===== config.mk =====
export PLATFORM = sky130hd
export DESIGN_NAME = ifft_frame_sequencer
export DESIGN_NICKNAME = d
export VERILOG_FILES = /design/src/rtl/ifft_seq_pkg.sv /design/src/rtl/ifft_frame_sequencer.sv
export SDC_FILE = /design/constraint.sdc
export NUM_CORES = 1
export LEC_CHECK = 0
export ABC_AREA = 1
export BUFFER_PORTS_ARGS = -buffer_cell sky130_fd_sc_hd__buf_2
export CORE_MARGIN = 5
export CORE_UTILIZATION = 35
export DETAILED_ROUTE_END_ITERATION = 12
export GPL_ROUTABILITY_DRIVEN = 0
export PLACE_DENSITY = 0.75
export SETUP_SLACK_MARGIN = 0.4
export SLEW_MARGIN = 0
export SYNTH_ARGS = -nofsm -noshare
export SYNTH_HDL_FRONTEND = slang
export SYNTH_SLANG_ARGS = --single-unit

===== constraint.sdc =====
create_clock -name clk -period 2.04 [get_ports clk]
set_input_delay 0.306 -clock clk [delete_from_list [all_inputs] [get_ports clk]]
set_output_delay 0.306 -clock clk [all_outputs]
set_load 0.05 [all_outputs]

===== src/rtl/ifft_seq_pkg.sv =====
// Shared types, constants and the config-word builder for the IFFT frame sequencer.
package ifft_seq_pkg;

    typedef enum logic [1:0] {
        ST_IDLE   = 2'd0,
        ST_CONFIG = 2'd1,
        ST_LOAD   = 2'd2,
        ST_DRAIN  = 2'd3
    } seq_state_e;

    localparam int FWD_INV_BIT       = 0;
    localparam int CFG_WIDTH_DEFAULT = 8;

    // The core's FWD_INV bit is 1 for forward, so it is the complement of `inverse`.
    function automatic logic [CFG_WIDTH_DEFAULT-1:0] build_cfg_word(input logic inverse);
        logic [CFG_WIDTH_DEFAULT-1:0] word;
        word              = {CFG_WIDTH_DEFAULT{1'b0}};
        word[FWD_INV_BIT] = ~inverse;
        return word;
    endfunction

endpackage


===== src/rtl/ifft_frame_sequencer.sv =====
// Frame controller for the FFT core: one config beat, N samples in with generated
// tlast, N samples out; flags core tlast mismatches and counts completed frames.
module ifft_frame_sequencer
    import ifft_seq_pkg::*;
#(
    parameter int DATAWIDTH = 48,
    parameter int NFFT_LOG2 = 9,
    parameter int CFG_WIDTH = CFG_WIDTH_DEFAULT
) (
    input  logic                 clk,
    input  logic                 rst,
    input  logic                 enable,
    input  logic                 inverse,
    input  logic [DATAWIDTH-1:0] sInData,
    input  logic                 sInValid,
    output logic                 sInReady,
    output logic [CFG_WIDTH-1:0] configData_IFFT,
    output logic                 configValid_IFFT,
    input  logic                 configReady_IFFT,
    output logic [DATAWIDTH-1:0] mIFFTSData,
    output logic                 mIFFTSValid,
    input  logic                 mIFFTSReady,
    output logic                 mIFFTSLast,
    input  logic [DATAWIDTH-1:0] sIFFTMData,
    input  logic                 sIFFTMValid,
    output logic                 sIFFTMReady,
    input  logic                 sIFFTMLast,
    output logic [DATAWIDTH-1:0] mOutData,
    output logic                 mOutValid,
    input  logic                 mOutReady,
    output logic                 mOutLast,
    output logic                 busy,
    output logic                 frameErr,
    output logic [15:0]          framesDone
);

    localparam logic [NFFT_LOG2-1:0] CNT_LAST = {NFFT_LOG2{1'b1}};
    localparam logic [NFFT_LOG2-1:0] CNT_ONE  = NFFT_LOG2'(1);

    seq_state_e           state_q;
    logic [NFFT_LOG2-1:0] in_cnt_q;
    logic [NFFT_LOG2-1:0] out_cnt_q;
    logic                 inv_latched_q;
    logic                 frame_err_q;
    logic [15:0]          frames_done_q;

    logic in_acc_s;
    logic out_acc_s;
    logic in_last_s;
    logic out_last_s;

    assign in_last_s  = (in_cnt_q == CNT_LAST);
    assign out_last_s = (out_cnt_q == CNT_LAST);
    assign in_acc_s   = (state_q == ST_LOAD) && sInValid && mIFFTSReady;
    assign out_acc_s  = (state_q == ST_DRAIN) && sIFFTMValid && mOutReady;

    // Handshakes pass straight through while their phase is active and are gated off otherwise.
    assign mIFFTSData  = sInData;
    assign mIFFTSValid = (state_q == ST_LOAD) && sInValid;
    assign sInReady    = (state_q == ST_LOAD) && mIFFTSReady;
    assign mIFFTSLast  = (state_q == ST_LOAD) && in_last_s;

    assign mOutData    = sIFFTMData;
    assign mOutValid   = (state_q == ST_DRAIN) && sIFFTMValid;
    assign sIFFTMReady = (state_q == ST_DRAIN) && mOutReady;
    assign mOutLast    = (state_q == ST_DRAIN) && out_last_s;

    assign configValid_IFFT = (state_q == ST_CONFIG);
    assign configData_IFFT  = (state_q == ST_CONFIG) ? CFG_WIDTH'(build_cfg_word(inv_latched_q))
                                                     : {CFG_WIDTH{1'b0}};

    assign busy       = (state_q != ST_IDLE);
    assign frameErr   = frame_err_q;
    assign framesDone = frames_done_q;

    // Frame sequencing FSM with its beat counters, frame counter and tlast checker.
    always_ff @(posedge clk) begin
        if (rst) begin
            state_q       <= ST_IDLE;
            in_cnt_q      <= {NFFT_LOG2{1'b0}};
            out_cnt_q     <= {NFFT_LOG2{1'b0}};
            inv_latched_q <= 1'b1;
            frame_err_q   <= 1'b0;
            frames_done_q <= 16'd0;
        end else begin
            frame_err_q <= 1'b0;
            case (state_q)
                ST_IDLE: begin
                    if (enable) begin
                        inv_latched_q <= inverse;
                        state_q       <= ST_CONFIG;
                    end
                end
                ST_CONFIG: begin
                    if (configReady_IFFT) begin
                        state_q <= ST_LOAD;
                    end
                end
                ST_LOAD: begin
                    if (in_acc_s) begin
                        if (in_last_s) begin
                            in_cnt_q <= {NFFT_LOG2{1'b0}};
                            state_q  <= ST_DRAIN;
                        end else begin
                            in_cnt_q <= in_cnt_q + CNT_ONE;
                        end
                    end
                end
                ST_DRAIN: begin
                    // Our counter ends the frame; the core's tlast is only checked against it.
                    if (out_acc_s) begin
                        frame_err_q <= sIFFTMLast ^ out_last_s;
                        if (out_last_s) begin
                            out_cnt_q     <= {NFFT_LOG2{1'b0}};
                            frames_done_q <= frames_done_q + 16'd1;
                            if (enable) begin
                                inv_latched_q <= inverse;
                                state_q       <= ST_CONFIG;
                            end else begin
                                state_q <= ST_IDLE;
                            end
                        end else begin
                            out_cnt_q <= out_cnt_q + CNT_ONE;
                        end
                    end
                end
                default: begin
                    state_q <= ST_IDLE;
                end
            endcase
        end
    end

endmodule


; After elaboration in Yosys (flattened, before gate mapping)
; Index checks and enable logic that the tools add are counted.
[word_totals]
regBits = 38
inputBits = 106
word_cells = 56
[op_classes]
add_sub_neg = 3
muxes = 15
n_eq_ne = 11
bitwise_logic = 4
reduce_logical = 17
[ops]
columns = cell, n
row1 = adder 9 x 1 -> 9 bit (second input constant), 2
row2 = == test 9 bit (second input constant), 2
row3 = two-way mux 9 bit, 2
row4 = adder 16 x 1 -> 16 bit (second input constant), 1
row5 = two-way mux 2 bit, 6
row6 = inequality test 2 bit (second input constant), 5
row7 = logical AND 1 bit, 8
row8 = case mux 2 bit (4 select lines), 1
row9 = AND reduction 3 bit, 2
row10 = AND reduction 6 bit, 1
row11 = two-way mux 1 bit, 5
row12 = == test 2 bit (second input constant), 2
row13 = AND reduction 2 bit, 2
row14 = nonzero test 2 bit, 2
row15 = inverter 1 bit, 3
row16 = OR reduction 3 bit, 1
row17 = == test 2 x 1 -> 1 bit (second input constant), 1
row18 = logical NOT 2 bit, 1
row19 = inequality test 2 x 1 -> 1 bit (second input constant), 1
row20 = case mux 1 bit (2 select lines), 1
row21 = XOR 1 bit, 1

; Longest topological paths before layout
[depth]
word_depth = 5
mapped_depth = 12

; Least setup slack after synthesis
; OpenSTA, ideal clock, no wires.
[synth_timing]
path_kind = register to output
from = register state_q[1]
to = output port configData_IFFT[0]
path_stages_with_launch = 5
t_arrival_ns = 1.652
setup_slack_ns = 0.082
required_time_ns = 1.734
cell_sequence = dfxtp_1 > inv_1 > ha_1 > inv_1 > nor2_1
[synth_between]
elab_chain_len = 2
[synth_lines]
columns = element, line_no
row1 = from (decl), ifft_frame_sequencer.sv:40  ; seq_state_e state_q;
row2 = from (signal assigned), ifft_frame_sequencer.sv:79  ; state_q <= ST_IDLE;
row3 = from (signal assigned), ifft_frame_sequencer.sv:91  ; state_q <= ST_CONFIG;
row4 = from (signal assigned), ifft_frame_sequencer.sv:96  ; state_q <= ST_LOAD;
row5 = == test 2 x 1 -> 1 bit, n/a
row6 = net configValid_IFFT, ifft_frame_sequencer.sv:18  ; output logic configValid_IFFT,
row7 = two-way mux 1 bit, ifft_frame_sequencer.sv:69  ; assign configData_IFFT = (state_q == ST_CONFIG) ? CFG_WIDTH'(build_cfg_word(inv_latched_q))
row8 = to (decl), ifft_frame_sequencer.sv:17  ; output logic [CFG_WIDTH-1:0] configData_IFFT,
; The timed path passes the listed nets, and every way through them passes these cells.

; Worst setup path in the final report
[layout_timing]
from = register in_cnt_q[0]
to = output port mIFFTSLast
[layout_between]
elab_chain_len = 2
[layout_lines]
columns = element, line_no
row1 = from (decl), ifft_frame_sequencer.sv:41  ; logic [NFFT_LOG2-1:0] in_cnt_q;
row2 = from (signal assigned), ifft_frame_sequencer.sv:80  ; in_cnt_q <= {NFFT_LOG2{1'b0}};
row3 = from (signal assigned), ifft_frame_sequencer.sv:102  ; in_cnt_q <= {NFFT_LOG2{1'b0}};
row4 = from (signal assigned), ifft_frame_sequencer.sv:105  ; in_cnt_q <= in_cnt_q + CNT_ONE;
row5 = == test 9 bit, ifft_frame_sequencer.sv:52  ; assign in_last_s = (in_cnt_q == CNT_LAST);
row6 = logical AND 1 bit, ifft_frame_sequencer.sv:61  ; assign mIFFTSLast = (state_q == ST_LOAD) && in_last_s;
row7 = to (decl), ifft_frame_sequencer.sv:23  ; output logic mIFFTSLast,
; No other way between the ends.

==> reports/results.tsv <==
metric	value	unit
WHS	269.6	ps
final setup violation count	0	
Critical Path, Cell by Cell	ha_4 -> nand2_2 -> nor3b_2 -> nand2_1 -> nor2_1 -> ha_2 -> nand2_2 -> clkinvlp_4 -> buf_8	
hold-fix buffers at CTS	0	
PD cells	649.5	nW/um2
cell taking the most area after synthesis	buf_4	
die area	9778	um2
CP Data Required Time	1730	ps
clock period minus worst slack	2023	ps
unique cell type count in the Yosys netlist	28	
grt total ovfl	0	
worst flop-to-flop path endpoint	state_q[0]$_SDFFE_PP0P_	
CTS Buf Count	5	
Worst Reg-to-Reg Cells	14	
std cell rows	32	
initial core utilization	35.78	%
worst hold start	sIFFTMLast	
number of synthesized flops with an enable pin	0	
most frequent cell after synthesis	buf_4	
hold path depth	3	
HPWL after DPL	4642	um
Main synth FF type	dfxtp_1	
Top cell by count, worst path	nand2_2	
Design Area, Final	2918	um2
Die X	98.89	um
CP max-delay cell	dfxtp_2	
status	finished clean	
CP startpoint kind	flip-flop	
Worst Path Buf+Inv	2	
Worst Setup Slack, final	16.51	ps
CP max FO	2	
final net count	463	
I/O pins	235	
Warnings, synthesis	0	
hold crit path type	primary input to flip-flop	
Port Buffers	35	
antenna cell count	0	
Clock Skews	5.702	ps
1st-pass router iterations	4	
post-synth top area share	27.96	%
setup_tns	0	ps
DRC viols	0	
Die Y	98.89	um
core area	7727	um2
H-tree depth	2	
final hold viol count	0	
area delta synth->final	5.520	%
first-pass GRT wire length	9411	um
Core Util, Final	37.76	%
max cap viols	0	
Post-synth ARST share	0	%
Pleak	1.281	nW
DRT Wirelength	6534	um
placed insts	424	
maximum vdd ir drop	0.3048	mV
Hold Path End	frameErr$_SDFF_PP0_	
Cells after Synth	384	
Root Buffer Master	clkbuf_8	
1st-iter DRT viols	56	
largest stage delay on the critical path	370	ps
family with the most delay on the worst path	simple AND/OR/NAND/NOR gates	
Final period util	99.19	%
CTS Buffer Depth	2	
#FFs+latches synth	38	
largest net degree at the start of global routing	12	
CP Launch Point	in_cnt_q[0]$_SDFFE_PP0P_	
post-DR vias/cell	4.676	
Post-Syn Area	2765	um2
Setup crit end kind	primary output	
clock sinks	38	
post-placement setup slack	167.2	ps
layout cell share with drive strength beyond 1	40.52	%
synth cell count leaders	buf_4, nand2_1, nor2_1	
worst flop-to-flop path startpoint	in_cnt_q[0]$_SDFFE_PP0P_	
Mean Syn Cell Area	7.201	um2
Seq/Total Area, Yosys	27.51	%
Finished Layout Cells	450	
CTS tree	done	
Reg2Reg Setup Slack	100	ps
worst relative slew slack	64.92	%
crit path kind	flip-flop to primary output	
antenna-violating nets left	0	
gr usage total	11.78	%
via count	2104	
Arr. time, crit path	1720	ps
Clk Latency, worst-skew pair	280	ps
Synth area leaders	buf_4, dfxtp_1, nand2_1, nor2_1, inv_1	
DP Area	2369	um2
RSZ-0062 raised after global routing	true	
vias in the first global route	1977	
Tot Pwr	1.895	mW
pin slew with the least headroom to its limit	522.2	ps
initial antenna violation count	0	
drt wl/cell	14.52	um
clk slew on worst S/H paths	80	ps
fin. max-slew vios	0	
Fmax	0.4942	GHz
area by class of cell:
class,count,area [um2]
sequential,38,773.2
inverter,39,152.6
tap,102,127.6
clock buffer,7,86.33
timing repair buffer,54,386.6
fill,780,4810
multi-input combinational,209,1386
clock inverter,1,5.005
cells by family after synthesis:
group	Yosys count	share of synthesized area [%]
compound gates	35	6.516
xor+xnor	6	1.900
other cells	1	0.1356
simple gates	150	25.84
fa+ha+maj	10	4.525
flops	38	27.51
buf+inv	144	33.57
worst max path at each step:
stage                     cells past startpoint  slack (ps)          to
after floorplan                               8         390  mIFFTSLast
after global placement                        9         210  mIFFTSLast
after CTS                                     9          50  mIFFTSLast
final                                         9          20  mIFFTSLast
after global routing                          9         -90  mIFFTSLast
after detailed placement                      9         170  mIFFTSLast
state kept, by name (all words and copies together), names as in the netlist:
| register | cells |
|---|---|
| framesDone | 16 |
| in_cnt_q | 9 |
| out_cnt_q | 9 |
| state_q | 2 |
| frameErr | 1 |
| inv_latched_q | 1 |
worst reg2reg max path, stage by stage, from the launching register on:
cell and delay (ps):
dfxtp_2 370, ha_4 150, nand2_2 60, nor3b_2 200
nand2_1 70, nor2_1 110, ha_2 210, buf_4 110
buf_6 80, inv_4 40, o21ai_4 140, nand3_2 120
nand2_1 80, nand2_1 50, nor2_1 100
what timing repair did:
item,4_1_cts,5_1_grt
gates resized for setup,41,55
endpoints found under the setup margin,26,37
pin swaps,20,21
cloned,1,0
setup buffers,11,6
where the power goes:
group / internal [mW] / switching, mW / leakage [nW]
Clock: 0.273 / 0.268 / 0.0482
Sequential: 0.772 / 0.0363 / 0.311
Combinational: 0.184 / 0.361 / 0.921
layer usage:
| metal | wire length, um | track usage (%) | part of all wire (%) | vias to the layer above |
|---|---|---|---|---|
| met4 | 140 | 4.202 | 2.1 | 0 |
| met1 | 2277 | 11.39 | 35 | 936 |
| li1 | - | - | - | 1021 |
| met3 | 588 | 5.096 | 9.0 | 23 |
| met5 | 0 | 0 | 0 | - |
| met2 | 3528 | 22.06 | 54 | 124 |
placed cells by master, fill, tap and decap left out, types with 4 or more instances in the layout:
cell	instances
nand2_1	52
nor2_1	36
inv_1	30
dfxtp_1	28
buf_2	27
a21oi_1	17
buf_4	16
nand3_2	11
dfxtp_2	10
nand3_1	9
buf_6	9
inv_2	7
nand2_2	7
conb_1	7
nand2_4	6
clkbuf_8	6
nor2_2	5
a21oi_2	5
nand4_1	4
o21ai_1	4
xor2_1	4
ha_4	4
Note: power is estimated with default switching activity, not from simulation.
